===== config.mk =====
export PLATFORM = sky130hd
export DESIGN_NAME = philv_trace_buffer
export DESIGN_NICKNAME = d
export VERILOG_FILES = /design/src/rtl/philv_pkg.sv /design/src/rtl/philv_trace_mem.sv /design/src/rtl/philv_trace_buffer.sv
export SDC_FILE = /design/constraint.sdc
export NUM_CORES = 2
export LEC_CHECK = 0
export CAP_MARGIN = 25
export CORE_AREA = 3 3 441 443
export CTS_CLUSTER_DIAMETER = 80
export CTS_CLUSTER_SIZE = 10
export DETAILED_ROUTE_END_ITERATION = 8
export DIE_AREA = 0 0 444 446
export PLACE_DENSITY = 0.54
export SYNTH_ARGS = -nofsm -noshare
export SYNTH_HDL_FRONTEND = slang
export SYNTH_SLANG_ARGS = --single-unit

===== constraint.sdc =====
create_clock -name clk -period 9.4 [get_ports clk]
set_input_delay 1.41 -clock clk [delete_from_list [all_inputs] [get_ports clk]]
set_output_delay 1.41 -clock clk [all_outputs]
set_load 0.05 [all_outputs]

===== src/rtl/philv_pkg.sv =====
// Shared constants, trace FSM states and the trace entry layout.
// The per-entry timestamp field exists only when PHILV_TRACE_TIMESTAMP_EN is defined.
package philv_pkg;

  localparam int INSTR_WIDTH = 32;
  localparam int DEF_XLEN    = 32;
  localparam int TS_WIDTH    = 32;

  typedef enum logic [1:0] {
    TR_IDLE  = 2'd0,
    TR_ARMED = 2'd1,
    TR_POST  = 2'd2,
    TR_DONE  = 2'd3
  } trace_state_e;

  typedef struct packed {
    logic [DEF_XLEN-1:0]    pc;
    logic [INSTR_WIDTH-1:0] instr;
    logic [DEF_XLEN-1:0]    result;
`ifdef PHILV_TRACE_TIMESTAMP_EN
    logic [TS_WIDTH-1:0]    cycle;
`endif
  } trace_entry_t;

  function automatic int entry_width(input int xlen);
`ifdef PHILV_TRACE_TIMESTAMP_EN
    return 2 * xlen + INSTR_WIDTH + TS_WIDTH;
`else
    return 2 * xlen + INSTR_WIDTH;
`endif
  endfunction

endpackage


===== src/rtl/philv_trace_mem.sv =====
// Trace entry storage: one write port and one registered read port.
// The array itself is never reset; only the read-data register is.
module philv_trace_mem #(
  parameter int DEPTH = 16,
  parameter int WIDTH = 96
) (
  input  logic                     clk,
  input  logic                     rstb,
  input  logic                     i_wr_en,
  input  logic [$clog2(DEPTH)-1:0] i_wr_addr,
  input  logic [WIDTH-1:0]         i_wr_data,
  input  logic                     i_rd_en,
  input  logic [$clog2(DEPTH)-1:0] i_rd_addr,
  output logic [WIDTH-1:0]         o_rd_data
);

  logic [WIDTH-1:0] r_mem [DEPTH];
  logic [WIDTH-1:0] r_rd_data;

  always_ff @(posedge clk) begin
    if (i_wr_en) r_mem[i_wr_addr] <= i_wr_data;
  end

  // Read data holds whenever no read is issued, which keeps readout stable under backpressure.
  always_ff @(posedge clk or negedge rstb) begin
    if (!rstb)        r_rd_data <= '0;
    else if (i_rd_en) r_rd_data <= r_mem[i_rd_addr];
  end

  assign o_rd_data = r_rd_data;

endmodule


===== src/rtl/philv_trace_buffer.sv =====
// Armed/triggered instruction trace capture with oldest-first readout.
// Optional per-entry cycle timestamp and rd_cycle port: define PHILV_TRACE_TIMESTAMP_EN.
module philv_trace_buffer
  import philv_pkg::*;
#(
  parameter int XLEN      = DEF_XLEN,
  parameter int DEPTH     = 16,
  parameter int POST_TRIG = 8
) (
  input  logic                     clk,
  input  logic                     rstb,
  input  logic                     arm,
  input  logic                     trig,
  input  logic                     cap_valid,
  input  logic [XLEN-1:0]          cap_pc,
  input  logic [INSTR_WIDTH-1:0]   cap_instr,
  input  logic [XLEN-1:0]          cap_result,
  output logic                     rd_valid,
  input  logic                     rd_ready,
  output logic [XLEN-1:0]          rd_pc,
  output logic [INSTR_WIDTH-1:0]   rd_instr,
  output logic [XLEN-1:0]          rd_result,
`ifdef PHILV_TRACE_TIMESTAMP_EN
  output logic [TS_WIDTH-1:0]      rd_cycle,
`endif
  output logic [1:0]               state,
  output logic [$clog2(DEPTH):0]   count
);

  localparam int AW = $clog2(DEPTH);
  localparam int CW = AW + 1;
  localparam int EW = entry_width(XLEN);

  // Same field order as trace_entry_t, sized by this instance's XLEN.
  typedef struct packed {
    logic [XLEN-1:0]        pc;
    logic [INSTR_WIDTH-1:0] instr;
    logic [XLEN-1:0]        result;
`ifdef PHILV_TRACE_TIMESTAMP_EN
    logic [TS_WIDTH-1:0]    cycle;
`endif
  } entry_t;

  trace_state_e  r_state;
  logic [AW-1:0] r_wr_ptr;
  logic [AW-1:0] r_rd_ptr;
  logic [AW-1:0] r_post_cnt;
  logic [CW-1:0] r_count;
  logic [CW-1:0] r_rd_left;
  logic          r_rd_valid;
`ifdef PHILV_TRACE_TIMESTAMP_EN
  logic [TS_WIDTH-1:0] r_cycle;
`endif

  logic          w_trig_now;
  logic          w_capture;
  logic          w_done;
  logic          w_rd_issue;
  logic [AW-1:0] w_wr_ptr_nxt;
  logic [CW-1:0] w_count_nxt;
  logic [CW-1:0] w_post_nxt;
  entry_t        w_wr_entry;
  entry_t        w_rd_entry;
  logic [EW-1:0] w_rd_data;

  assign w_trig_now = (r_state == TR_ARMED) && trig;
  // With no post-trigger window the trigger cycle itself must not store anything.
  assign w_capture  = cap_valid &&
                      ((r_state == TR_POST) ||
                       ((r_state == TR_ARMED) && !(w_trig_now && (POST_TRIG == 0))));

  assign w_wr_ptr_nxt = w_capture ? r_wr_ptr + AW'(1) : r_wr_ptr;
  assign w_count_nxt  = (w_capture && (r_count != CW'(DEPTH))) ? r_count + CW'(1) : r_count;
  assign w_post_nxt   = (w_trig_now ? '0 : {1'b0, r_post_cnt}) + CW'(w_capture);
  assign w_done       = (w_trig_now || (r_state == TR_POST)) && (w_post_nxt == CW'(POST_TRIG));
  assign w_rd_issue   = (r_state == TR_DONE) && (r_rd_left != '0) && (!r_rd_valid || rd_ready);

  always_comb begin
    w_wr_entry        = '0;
    w_wr_entry.pc     = cap_pc;
    w_wr_entry.instr  = cap_instr;
    w_wr_entry.result = cap_result;
`ifdef PHILV_TRACE_TIMESTAMP_EN
    w_wr_entry.cycle  = r_cycle;
`endif
  end

  philv_trace_mem #(
    .DEPTH (DEPTH),
    .WIDTH (EW)
  ) u_mem (
    .clk       (clk),
    .rstb      (rstb),
    .i_wr_en   (w_capture),
    .i_wr_addr (r_wr_ptr),
    .i_wr_data (w_wr_entry),
    .i_rd_en   (w_rd_issue),
    .i_rd_addr (r_rd_ptr),
    .o_rd_data (w_rd_data)
  );

  always_ff @(posedge clk or negedge rstb) begin
    if (!rstb) begin
      r_state    <= TR_IDLE;
      r_wr_ptr   <= '0;
      r_rd_ptr   <= '0;
      r_post_cnt <= '0;
      r_count    <= '0;
      r_rd_left  <= '0;
      r_rd_valid <= 1'b0;
    end else begin
      if (w_capture) begin
        r_wr_ptr <= w_wr_ptr_nxt;
        r_count  <= w_count_nxt;
      end
      case (r_state)
        TR_IDLE: begin
          if (arm) begin
            r_state    <= TR_ARMED;
            r_wr_ptr   <= '0;
            r_count    <= '0;
            r_post_cnt <= '0;
          end
        end
        TR_ARMED, TR_POST: begin
          if (w_trig_now || (r_state == TR_POST)) begin
            r_post_cnt <= w_post_nxt[AW-1:0];
            if (w_done) begin
              // Oldest entry sits count slots behind the write pointer.
              r_state   <= TR_DONE;
              r_rd_ptr  <= w_wr_ptr_nxt - w_count_nxt[AW-1:0];
              r_rd_left <= w_count_nxt;
            end else begin
              r_state <= TR_POST;
            end
          end
        end
        TR_DONE: begin
          if (w_rd_issue) begin
            r_rd_ptr   <= r_rd_ptr + AW'(1);
            r_rd_left  <= r_rd_left - CW'(1);
            r_rd_valid <= 1'b1;
          end else if (!r_rd_valid || rd_ready) begin
            r_rd_valid <= 1'b0;
            r_state    <= TR_IDLE;
          end
        end
        default: r_state <= TR_IDLE;
      endcase
    end
  end

`ifdef PHILV_TRACE_TIMESTAMP_EN
  always_ff @(posedge clk or negedge rstb) begin
    if (!rstb) r_cycle <= '0;
    else       r_cycle <= r_cycle + TS_WIDTH'(1);
  end
  assign rd_cycle = w_rd_entry.cycle;
`endif

  assign w_rd_entry = w_rd_data;
  assign rd_pc      = w_rd_entry.pc;
  assign rd_instr   = w_rd_entry.instr;
  assign rd_result  = w_rd_entry.result;
  assign rd_valid   = r_rd_valid;
  assign state      = r_state;
  assign count      = r_count;

endmodule


==> metrics.md <==
| Metric | Value |
|---|---|
| Status | `finished clean` |
| Static leakage | `0.02282 uW` |
| Met2 usage | `26.10%` |
| Die Area | `0.1980 sq mm` |
| Setup TNS | `0 ns` |
| Post_cts resized | `0` |
| WL per Instance | `27.30 um` |
| Post-synthesis register bit count | `1657` |
| Critical path cell sequence | `clkdlybuf4s50_1 -> nand2_1 -> nor3b_1 -> and2_4 -> buf_4` |
| Post-DP HPWL | `78840 um` |
| Data required time at the worst endpoint | `9.80 ns` |
| CTS tree | `done` |
| Startpoint types | `input port` |
| First-pass GRT wire length | `218200 um` |
| CTS Hold Bufs | `0` |
| Core Area | `0.1904 sq mm` |
| Die H | `446 um` |
| RR Startpoint | `state[1]` |
| Root Driver | `clkbuf_16` |
| Hold path depth | `1` |
| Largest net degree at the start of global routing | `128` |
| DRC Markers | `0` |
| Hold Path Origin | `r_post_cnt[0]` |
| DRT antenna net count | `0` |
| Initial antenna violation count | `38` |
| Total power per unit cell area | `301.6 mW/mm^2` |
| Sequential share of power | `41.4%` |
| WP data arrival | `4.54 ns` |
| Commonest cells post-synth | `1536 x edfxtp_1, 480 x mux4_2, 121 x dfrtp_1` |
| Final Critical Period | `4.148 ns` |
| Max Freq | `0.2411 GHz` |
| Num CTS Buffers | `184` |
| Worst min path class | `flip-flop to flip-flop` |
| Initial Util | `32.96%` |
| Syn-to-layout area delta | `16.92%` |
| Int Pwr | `15390 uW` |
| Switch share | `30.42%` |
| Power share of the combinational group | `28.9%` |
| Sequential area share after synthesis | `78.33%` |
| Vias/cell | `4.973` |
| Fillers | `16850` |
| Die Wd | `444 um` |
| RSZ-0062 raised after global routing | `false` |
| Bufs and invs on worst path | `2` |
| Clock skew | `0.03260 ns` |
| Area leader, netlist | `edfxtp_1` |
| Slew HR | `30.06%` |
| Top-area cell type share of the netlist area | `73.50%` |
| Gpl congestion | `0.7107` |
| Final Net Count | `2958` |
| Layer with the highest usage | `met2` |
| Crit path max-delay family | `simple AND/OR/NAND/NOR gates` |
| Reg2Reg Capture Point | `u_mem.r_mem[11][0]` |
| CTS H-tree depth | `4` |
| CTS clk-pin slew, worst paths | `0.06 ns` |
| Syn. warnings | `0` |
| Post-route clock period utilization | `44.13%` |
| Cells after Synth | `2521` |
| Top Ports | `206` |
| Cell row count | `160` |
| Hold Crit Endpoint | `r_post_cnt[0]` |
| # placed instances | `5160` |
| Cell variety after synth | `50` |
| Global Route Usage Sum | `15.22%` |
| Met1 GRT Util | `19.85%` |
| Synth Cell Area | `0.06275 sq mm` |
| Later-pin clock latency in the skew report | `0.80 ns` |
| Clock power share | `29.7%` |
| R2R cell count | `6` |
| Worst-Margin Slew | `1.049 ns` |
| CTS Buffer Depth | `3` |
| Vias in the first global route | `29560` |
| Critical-path maximum fanout | `49` |
| Post-synth ARST share | `7.302%` |
| # setup viols final | `0` |
| Final hold violations | `0` |
| Via Count | `27360` |
| CP Capture Type | `flip-flop` |
| Fin cells | `5502` |
| Detailed Route Iter0 Violations | `2365` |
| Synth top area cells | `edfxtp_1 74%, mux4_2 17%, dfrtp_1 4.8%` |
| Routing usage on met3 | `2.697%` |
| Final WL | `150200 um` |
| Grt total ovfl | `0` |
| VDD IR max | `0.0002456 V` |
| Setup bufs post-CTS | `0` |
| Max Cap Viol | `0` |
| Prevailing post-synth register cell | `edfxtp_1` |
| Share of cells above drive strength 1 | `28.56%` |
| Slew Limit Fails | `0` |
| Worst reg-to-reg setup slack | `5.36 ns` |
| EDFF count, synth | `1536` |
| Cell with the most instances after synthesis | `edfxtp_1` |
| First-pass DRT Iterations | `5` |
| PortBufs | `205` |
| Delay of the slowest critical-path stage | `0.91 ns` |
| Syn nets | `2642` |
| Worst Setup Path Type | `input port to flip-flop` |
| Slowest cell on the critical path | `buf_4` |
| Synth Area per Inst | `24.89 sq um` |
| P_sw | `6731 uW` |
| CTS Sinks | `1657` |
power by group through the flow:
stage	clock, uW	sequential, uW	combinational, uW
floorplan	0	9890	3850
global placement	0	9330	6550
detailed placement	0	9350	6550
CTS	6760	9200	6570
global route	7060	9250	6820
finish	6570	9170	6390
logic make-up (layout without fill, tap and decap cells):
logic type                 count (synthesis)  in the layout  synth area share (%)
DFF                                     1657           1657                 78.33
xor gates and xnor gates                  10             10                0.1615
and+or+nand+nor                           80             80                0.6680
muxes                                    582            582                 19.05
buffers and inverters                    136            595                 1.001
AOI/OAI and AO/OA                         37             37                0.4028
other                                      0             11                     0
adders and majority gates                 19             19                0.3908
per-layer routing:
| metal | wire, um | vias up | part of all wire [%] |
|---|---|---|---|
| met5 | 75 | - | 0.050 |
| met4 | 3490 | 12 | 2.3 |
| met3 | 6184 | 245 | 4.1 |
| met2 | 77350 | 655 | 51 |
| met1 | 63110 | 14960 | 42 |
| li1 | - | 11500 | - |
placed cells by master, fill, tap and decap left out, types with 6 or more instances in the layout:
cell type        instances
clkdlybuf4s50_1        204
mux4_2                 480
buf_4                   40
and2_4                  12
nor2_1                  16
inv_1                   11
clkbuf_1               127
edfxtp_1              1536
dfrtp_1                118
diode_2                 11
clkbuf_16              185
nand3_1                  6
ha_1                    18
o21ai_1                  9
nand2_1                 16
mux2_2                  97
stage by stage:
stage | power [uW] | worst slack, ns | hold WS, ns | cell area [sq um] | util [%]
after floorplan | 13740 | 4.850 | 0.4577 | 62750 | -
after detailed placement | 15890 | 4.392 | 0.4770 | 67860 | 35.64
after global placement | 15880 | 4.393 | 0.4814 | 67860 | 35.64
after CTS | 22530 | 5.260 | 0.5072 | 73290 | 38.49
after global routing | 23120 | 5.029 | 0.5179 | 73350 | 38.53
final | 22130 | 5.252 | 0.5008 | 73370 | 38.54
registers in the layout, indices dropped and copies added, names as in the netlist:
| signal | cells |
|---|---|
| u_mem.r_mem | 1536 |
| u_mem.o_rd_data | 96 |
| count | 5 |
| r_rd_left | 5 |
| r_post_cnt | 4 |
| r_rd_ptr | 4 |
| r_wr_ptr | 4 |
| state | 2 |
| rd_valid | 1 |
worst max path at each step:
stage                           start                  end  depth (start not counted)
after floorplan              state[0]    u_mem.r_mem[4][0]                          6
after global placement      cap_valid  u_mem.r_mem[10][23]                          5
after detailed placement    cap_valid  u_mem.r_mem[10][23]                          5
after CTS                   cap_valid   u_mem.r_mem[10][3]                          5
after global routing      r_rd_ptr[0]  u_mem.o_rd_data[94]                          5
final                       cap_valid   u_mem.r_mem[11][0]                          5
area by class of cell:
cell class              count  area [sq um]  area share (%)
inverters                  14         60.06         0.08186
flip-flops and latches   1657         49160           67.01
multi-input cells         728         13040           17.77
well taps                2511          3142           4.282
diodes                     11         27.53         0.03752
clock inverters            16         310.3          0.4229
clock buffers             313          5120           6.978
repair buffers            252          2511           3.423
Power figures use the tool's default switching activity.
